File: config.mk
export PLATFORM = sky130hd
export DESIGN_NAME = ls_ctrl_fsm
export DESIGN_NICKNAME = d
export VERILOG_FILES = /design/src/rtl/ls_ctrl_fsm_pkg.sv /design/src/rtl/ls_ctrl_fsm_mem_wait_counter.sv /design/src/rtl/ls_ctrl_fsm.sv
export SDC_FILE = /design/constraint.sdc
export NUM_CORES = 1
export LEC_CHECK = 0
export ABC_AREA = 1
export CAP_MARGIN = 20
export CORE_UTILIZATION = 37
export DETAILED_ROUTE_END_ITERATION = 12
export GPL_ROUTABILITY_DRIVEN = 1
export PLACE_DENSITY = 0.75
export SYNTH_ARGS = -nofsm -noshare
export SYNTH_HDL_FRONTEND = slang
export SYNTH_SLANG_ARGS = --single-unit
File: constraint.sdc
create_clock -name clk -period 1.09 [get_ports clk]
set_input_delay 0.218 -clock clk [delete_from_list [all_inputs] [get_ports clk]]
set_output_delay 0.218 -clock clk [all_outputs]
set_load 0.05 [all_outputs]
File: src/rtl/ls_ctrl_fsm_pkg.sv
// Shared constants for the lw/sw load-store controller: opcodes, ALU code and state encoding.
package ls_ctrl_fsm_pkg;

    localparam logic [5:0] OP_LW   = 6'b100011;
    localparam logic [5:0] OP_SW   = 6'b101011;

    localparam logic [3:0] ALU_ADD = 4'b0010;
    localparam logic [3:0] ALU_NOP = 4'b0000;

    localparam logic [2:0] IDLE    = 3'd0;
    localparam logic [2:0] DECODE  = 3'd1;
    localparam logic [2:0] ADDR    = 3'd2;
    localparam logic [2:0] MEM     = 3'd3;
    localparam logic [2:0] WB      = 3'd4;

    function automatic logic is_mem_op(input logic [5:0] opcode);
        return (opcode == OP_LW) || (opcode == OP_SW);
    endfunction

endpackage

File: src/rtl/ls_ctrl_fsm_mem_wait_counter.sv
// Down-counter that holds the controller in MEM for a configurable number of cycles.
module ls_ctrl_fsm_mem_wait_counter #(
    parameter int W = 1
) (
    input  logic         clk,
    input  logic         rst,
    input  logic         i_load,
    input  logic [W-1:0] i_load_val,
    input  logic         i_dec,
    output logic         o_zero
);

    logic [W-1:0] r_count;

    // NOTE: sequential state uses non-blocking assignments so every register
    // samples pre-edge values regardless of block evaluation order.
    always_ff @(posedge clk) begin
        if (rst) begin
            r_count <= '0;
        end else if (i_load) begin
            r_count <= i_load_val;
        end else if (i_dec && (r_count != '0)) begin
            r_count <= r_count - W'(1);
        end
    end

    assign o_zero = (r_count == '0);

endmodule

File: src/rtl/ls_ctrl_fsm.sv
// Multi-cycle lw/sw controller: accepts one instruction per handshake and
// sequences DECODE->ADDR->MEM->WB, driving the datapath control strobes.
module ls_ctrl_fsm
    import ls_ctrl_fsm_pkg::*;
#(
    parameter int N       = 32,
    parameter int MEM_LAT = 1
) (
    input  logic         clk,
    input  logic         rst,
    input  logic         instr_valid,
    input  logic [N-1:0] instruction,
    output logic         instr_ready,
    output logic [N-1:0] ir_out,
    output logic [3:0]   ALU_OP,
    output logic         RegWrite,
    output logic         MemRead,
    output logic         MemWrite,
    output logic         done,
    output logic         illegal
);

    localparam int             CW       = $clog2(MEM_LAT + 1);
    localparam logic [CW-1:0]  LOAD_VAL = CW'(MEM_LAT - 1);

    logic [2:0]   r_state;
    logic [N-1:0] r_ir;
    logic         r_done;
    logic         r_illegal;

    logic         w_is_lw;
    logic         w_is_sw;
    logic         w_cnt_load;
    logic         w_cnt_dec;
    logic         w_cnt_zero;

    assign w_is_lw    = (r_ir[31:26] == OP_LW);
    assign w_is_sw    = (r_ir[31:26] == OP_SW);
    assign w_cnt_load = (r_state == ADDR);
    assign w_cnt_dec  = (r_state == MEM) && !w_cnt_zero;

    ls_ctrl_fsm_mem_wait_counter #(
        .W (CW)
    ) u_mem_wait (
        .clk        (clk),
        .rst        (rst),
        .i_load     (w_cnt_load),
        .i_load_val (LOAD_VAL),
        .i_dec      (w_cnt_dec),
        .o_zero     (w_cnt_zero)
    );

    // done/illegal are one-cycle pulses raised on the edge that re-enters IDLE,
    // so they coincide with instr_ready and allow a back-to-back accept.
    always_ff @(posedge clk) begin
        if (rst) begin
            r_state   <= IDLE;
            r_ir      <= '0;
            r_done    <= 1'b0;
            r_illegal <= 1'b0;
        end else begin
            r_done    <= 1'b0;
            r_illegal <= 1'b0;
            case (r_state)
                IDLE: begin
                    if (instr_valid) begin
                        r_ir    <= instruction;
                        r_state <= DECODE;
                    end
                end
                DECODE: begin
                    if (is_mem_op(r_ir[31:26])) begin
                        r_state <= ADDR;
                    end else begin
                        r_state   <= IDLE;
                        r_illegal <= 1'b1;
                    end
                end
                ADDR: r_state <= MEM;
                MEM: begin
                    if (w_cnt_zero) begin
                        if (w_is_lw) begin
                            r_state <= WB;
                        end else begin
                            r_state <= IDLE;
                            r_done  <= 1'b1;
                        end
                    end
                end
                WB: begin
                    r_state <= IDLE;
                    r_done  <= 1'b1;
                end
                default: r_state <= IDLE;
            endcase
        end
    end

    // NOTE: every output of this always_comb gets a default first so no path
    // through the case can leave one unassigned and infer a latch.
    always_comb begin
        ALU_OP   = ALU_NOP;
        RegWrite = 1'b0;
        MemRead  = 1'b0;
        MemWrite = 1'b0;
        case (r_state)
            ADDR: ALU_OP = ALU_ADD;
            MEM: begin
                ALU_OP   = ALU_ADD;
                MemRead  = w_is_lw;
                MemWrite = w_is_sw;
            end
            WB: begin
                ALU_OP   = ALU_ADD;
                RegWrite = 1'b1;
                MemRead  = 1'b1;
            end
            default: ;
        endcase
    end

    assign instr_ready = (r_state == IDLE) && !rst;
    assign ir_out      = r_ir;
    assign done        = r_done;
    assign illegal     = r_illegal;

endmodule
==> run metrics, run 1 <==
status=complete, but fails checks; violated checks=setup timing; antenna cells=0; Final Max Tran Viols=0; Setup crit start kind=flip-flop; Crit Path Class=flip-flop to primary output; Worst-path clk slew=roughly 0.070 ns; final count of negative-setup-slack endpoints=50; first-pass GRT wire length=8.63 mm; mapped cell area=between 1500 and 2000 um^2; Power per Cell Area=1120 nW/um^2; # DRC=0; Port Buffer Count=73; RSZ-0062 raised after global routing=true; period utilization=1.52; DR WL/cell=roughly 18 um; die height=70.2 um; cell at the root of the clock tree=clkbuf_8; Worst Hold Class=flip-flop to flip-flop; drt total wl=between 6 and 7 mm; initial antenna violation count=0; detailed-router iteration count before antenna repair=4; DRT iter0 DRCs=approximately 100; Max-Cap Viols=0; Avg Inst Size Synth=roughly 9 um^2; largest net degree at the start of global routing=36; dpl cell area=~3100 um^2; Sink Count=38; sequential area share after synthesis=0.443; gr ovfl total=0; gr usage total=0.225; Setup crit end kind=primary output; Vias=approximately 1,800; Worst EP required=roughly 0.87 ns; Critical Path Source=ir_out[27]$_SDFFE_PP0P_; start point of the worst hold path=ir_out[18]$_SDFFE_PP0P_; Initial Utilization=0.389; count of state elements after synthesis=38; Peak Freq=around 600 MHz; Layout Nets=roughly 340; Routability Congestion=between 0.7 and 0.8; HPWL after DPL=around 3.1 mm; Core Region=~4400 um^2; layout cells sized above 1=0.631; fin area=a little under 4000 um^2; slowest CP cell=dfxtp_4; CTS Buf Count=5; Max VDD drop=between 0.0008 and 0.0009 V; Largest delay share family, worst path=simple AND/OR/NAND/NOR gates; leakage=between 1.5 and 2 nW; final worst slack=-0.564 ns; Mapped Cells=187; IO Pins=77; ANT nets after route=0; CTS tree=yes; htree depth=2; Tot Pwr=0.00435 W; Rows=24; Fin. Hold Viols=0; CTS Buffer Depth=2; number of global-route vias before repair=1,721; Worst R2R Start=r_state[2]$_SDFFE_PP0P_; post-synth cell types=20; Critical Path AT=approximately 1.4 ns; CP max stage delay=0.38 ns; die area=a little under 5000 um^2; later-pin clock latency in the skew report=roughly 0.30 ns; Crit Path Max Fanout=4; final setup skew=approximately 0.013 ns; Die Wd=around 70 um; fillers=slightly below 200; Vias/cell=4.96; warnings from Yosys=0; cell breakdown of the critical path=nand2_2, nor3_2, nand3b_1, nand2_4, buf_12; fin crit period=1.65 ns; Buf+Inv Stages, Crit Path=1; Layout area overhead=126%
==> final timing paths <==
path              slack [ns]                       to  cells past startpoint
hold / removal          0.50  ir_out[18]$_SDFFE_PP0P_                      2
setup / recovery       -0.56                  MemRead                      5
hold reg to reg         0.50  ir_out[18]$_SDFFE_PP0P_                      2
setup reg to reg       -0.32   ir_out[1]$_SDFFE_PP0P_                      7
==> timing repair <==
action / CTS / global route
gates resized for setup: 26 / 53
pin swaps: 8 / 47
hold buffers: 0 / 0
setup endpoints to repair: 45 / 49
cloned: 6 / 1
buffers inserted: 10 / 15
hold endpoints to repair: 0 / 0
==> metrics by stage <==
| step | hold slack, ns | TNS, ns | instances | setup WS (ns) | utilization |
|---|---|---|---|---|---|
| after floorplan | 0.280 | -0.888 | 189 | -0.366 | - |
| after global placement | 0.445 | -10.21 | 327 | -0.312 | 0.707 |
| after detailed placement | 0.457 | -10.77 | 327 | -0.370 | 0.707 |
| after CTS | 0.469 | -10.05 | 349 | -0.473 | 0.800 |
| after global routing | 0.509 | -13.95 | 361 | -0.604 | 0.879 |
| final | 0.497 | -12.37 | 361 | -0.564 | 0.879 |
==> power by group <==
part	total (W)	switching (W)	internal (W)
sequential	0.00161	0.000121	0.00149
clock	0.000958	0.000503	0.000455
combinational	0.00178	0.000884	0.000898
total	0.00435	0.00151	0.00284
==> cells in the mapped netlist <==
cell | number | area, um^2
nor3_1 | 3 | 15.0
buf_6 | 6 | 67.6
nand3_4 | 1 | 17.5
nand3b_1 | 2 | 15.0
nor2_2 | 1 | 6.26
nand2_1 | 13 | 48.8
nand3_1 | 4 | 20.0
a21oi_2 | 28 | 245
inv_1 | 35 | 131
a21oi_1 | 6 | 30.0
nor4_1 | 2 | 12.5
dfxtp_1 | 38 | 761
inv_2 | 2 | 7.51
o21ai_0 | 5 | 25.0
buf_4 | 3 | 22.5
buf_2 | 3 | 15.0
conb_1 | 1 | 3.75
o21ai_2 | 28 | 245
nor2_1 | 5 | 18.8
nor2_4 | 1 | 11.3
==> worst register-to-register path, stage by stage (launching register included) <==
cell and delay (ns):
dfxtp_4 0.38, buf_4 0.15, nor2_4 0.12, nand3_4 0.12, buf_6 0.15, buf_6 0.13
buf_16 0.15, a21oi_2 0.15
==> logic make-up after synthesis <==
kind of cell | after synthesis | share of synthesized area
AO/OA/AOI/OAI | 67 | 0.317
buffers and inverters | 49 | 0.142
flip-flops | 38 | 0.443
other | 1 | 0.00218
AND/OR/NAND/NOR | 32 | 0.0961
==> sequential cells by signal (all words and copies together) (netlist names) <==
name	flops
illegal	1
done	1
r_state	3
ir_out	32
u_mem_wait.r_count	1
==> routing by layer <==
metal / up-vias / global-route usage / share of wire
li1: 843 / - / -
met1: 864 / 0.269 / 0.40
met2: 72 / 0.397 / 0.53
met3: 12 / 0.0635 / 0.053
met4: 0 / 0.0533 / 0.019
met5: - / 0 / 0
==> placed cells by master, fill, tap and decap left out, drive strengths merged <==
cell / synthesis / final
buf: 12 / 89
o21ai: 33 / 33
a21oi: 34 / 34
nor3: 3 / 3
nand3: 5 / 5
inv: 37 / 36
nor2: 7 / 7
nand2: 13 / 13
nand3b: 2 / 2
dfxtp: 38 / 38
nor4: 2 / 2
clkbuf: 0 / 9
conb: 1 / 3
clkinvlp: 0 / 1
clkdlybuf4s50: 0 / 34
==> layout make-up <==
class	count	area, um^2	share of cell area
Clock buffer	8	80.1	0.0206
Inverter	37	145	0.0374
Multi-Input combinational cell	102	1010	0.260
Sequential cell	38	796	0.205
Tap cell	52	65.1	0.0168
Timing Repair Buffer	124	1790	0.460
(Power assumes the default switching activity.)
==> run 2: changes to the inputs <==
Settings changed: CORE_UTILIZATION 37 to 39, CTS_BUF_LIST set to sky130_fd_sc_hd__clkbuf_2, PLACE_DENSITY 0.75 to 0.79, SLEW_MARGIN set to 20.
==> run metrics, run 2 (same netlist as run 1, synthesis figures left out) <==
IO Pins=77 (unchanged); Power per Cell Area=1070 nW/um^2 (-4.6%); Worst Hold Class=input pin to flip-flop; CTS Buffer Depth=2 (unchanged); Max-Cap Viols=0 (unchanged); Worst-path clk slew=0.22 ns (+0.15 ns); CTS Buf Count=5 (unchanged); hold_ws=0.371 ns (-0.126 ns); fillers=73 (-62%); Layout Nets=351 (+2.3%); Die Wd=68.4 um (-2.5%); commonest non-fill, non-tap cell in the layout=buf_12; most frequent cells in the layout=47 x buf_12, 34 x clkdlybuf4s50_1, 32 x inv_1, 27 x a21oi_2, 26 x o21ai_2; Final Max Tran Viols=0 (unchanged); fin area=3960 um^2 (+2.0%); antenna cells=0 (unchanged); Worst EP required=0.87 ns (about the same); HPWL after DPL=3.18 mm (+2.1%); gr ovfl total=0 (unchanged); Routability Congestion=0.805 (+2.8%); Sw Share=0.383 (+0.0367); dpl cell area=3150 um^2 (+0.72%); gr usage total=0.295 (+0.0698); DR WL/cell=23.7 um (+30%); period utilization=1.66 (+0.143); later-pin clock latency in the skew report=0.44 ns (+0.14 ns); r2r worst-path depth=9 (+2); Sink Count=38 (unchanged); htree depth=2 (unchanged); Core Region=4120 um^2 (-6.8%); Port Buffer Count=73 (unchanged); WHS Path Cells=3 (+1); final count of negative-setup-slack endpoints=76 (+52%); final worst slack=-0.720 ns (-0.156 ns); Setup crit start kind=flip-flop; CTS Hold Bufs=0 (unchanged); first-pass GRT wire length=9.61 mm (+11%); violated checks=setup timing; die area=4680 um^2 (-5.0%); final setup skew=0.0209 ns (+0.00747 ns); Switch Pwr=0.00162 W (+7.6%); ANT nets after route=0 (unchanged); Peak Freq=552 MHz (-8.6%); die height=68.4 um (-2.5%); Max VDD drop=0.00113 V (+33%); Setup crit end kind=primary output; Critical Path AT=1.59 ns (+0.15 ns); layout cells sized above 1=0.728 (+0.0968); Comb pwr share=0.454 (+0.044); largest net degree at the start of global routing=21 (-42%); Initial Utilization=0.418 (+0.0283); Int Power=0.00261 W (-8.2%); Vias=1,976 (+10%); leakage=1.60 nW (+4.6%); Crit Path Class=flip-flop to primary output; Vias/cell=5.40 (+8.8%); sequential share of power=0.388 (+0.018); fin crit period=1.81 ns (+0.156 ns); # DRC=0 (unchanged); RSZ-0062 raised after global routing=true; initial antenna violation count=0 (unchanged); Fin. Hold Viols=0 (unchanged); detailed-router iteration count before antenna repair=4 (unchanged); cell at the root of the clock tree=clkbuf_2; status=complete, but fails checks; clock power share=0.158 (-0.062); Crit Path Max Fanout=3 (-1); Layout area overhead=130%; drt total wl=8.67 mm (+31%); Rows=23 (-4.2%); CTS tree=yes; DRT iter0 DRCs=116 (+12%); number of global-route vias before repair=1,860 (+8.1%); max reg flops=32 (unchanged)
-- run 2: cell count changes in the layout (fill, tap and decap cells not counted), sizes merged --
cell	before	now
buf	89	96
clkbuf	9	7
clkinv	0	2
-- run 2: routing by layer --
layer,vias up,track usage,share of wire,routed length [um]
met5,-,0,0,0
met4,0,0.122,0.055,474
met3,43,0.0817,0.078,672
met2,134,0.540,0.51,4460
met1,946,0.313,0.35,3070
li1,853,-,-,-
-- run 2: power by group through the flow --
stage	Clock (W)	Sequential, W	Combinational (W)
finish	0.000667	0.00164	0.00192
global route	0.000723	0.00165	0.00197
CTS	0.000610	0.00162	0.00168
detailed placement	0	0.00163	0.00142
global placement	0	0.00162	0.00140
floorplan	0	0.00193	0.000388
-- run 2: stage by stage --
| step | setup slack [ns] | instances | utilization | power (W) | setup TNS (ns) |
|---|---|---|---|---|---|
| finish | -0.720 | 366 | 0.962 | 0.00423 | -21.89 |
| global route | -0.756 | 366 | 0.962 | 0.00434 | -24.11 |
| CTS | -0.605 | 354 | 0.890 | 0.00391 | -17.23 |
| detailed placement | -0.380 | 325 | 0.764 | 0.00305 | -11.18 |
| global placement | -0.325 | 325 | 0.764 | 0.00302 | -10.27 |
| floorplan | -0.366 | 189 | - | 0.00232 | -0.888 |
-- run 2: worst max-delay path, cell delays in order (launching register included) --
cell and delay (ns):
dfxtp_4 0.41, inv_4 0.04, nor2_4 0.12, nand2_4 0.08
nand3b_1 0.25, nand2_4 0.13, buf_12 0.13
-- run 2: worst paths after layout --
path,end,slack [ns],start
setup / recovery,MemRead,-0.72,r_state[1]$_SDFFE_PP0P_
hold / removal,ir_out[15]$_SDFFE_PP0P_,0.37,instruction[15]
setup reg to reg,ir_out[11]$_SDFFE_PP0P_,-0.46,r_state[1]$_SDFFE_PP0P_
hold reg to reg,ir_out[1]$_SDFFE_PP0P_,0.50,ir_out[1]$_SDFFE_PP0P_
-- run 2: final cells by class --
| type | instances | area [um^2] | share of cell area |
|---|---|---|---|
| Timing Repair Buffer | 132 | 1890 | 0.478 |
| Multi-Input combinational cell | 102 | 976 | 0.246 |
| Sequential cell | 38 | 842 | 0.213 |
| Inverter | 37 | 150 | 0.0379 |
| Tap cell | 50 | 62.6 | 0.0158 |
| Clock buffer | 5 | 25.0 | 0.00632 |
| Clock inverter | 2 | 10.0 | 0.00253 |
-- run 2: what timing repair did --
item / CTS / global route
setup buffers: 18 / 14
pin swaps: 33 / 16
hold endpoints to repair: 0 / 0
setup endpoints to repair: 74 / 76
cloned: 6 / 2
resized for setup: 77 / 36
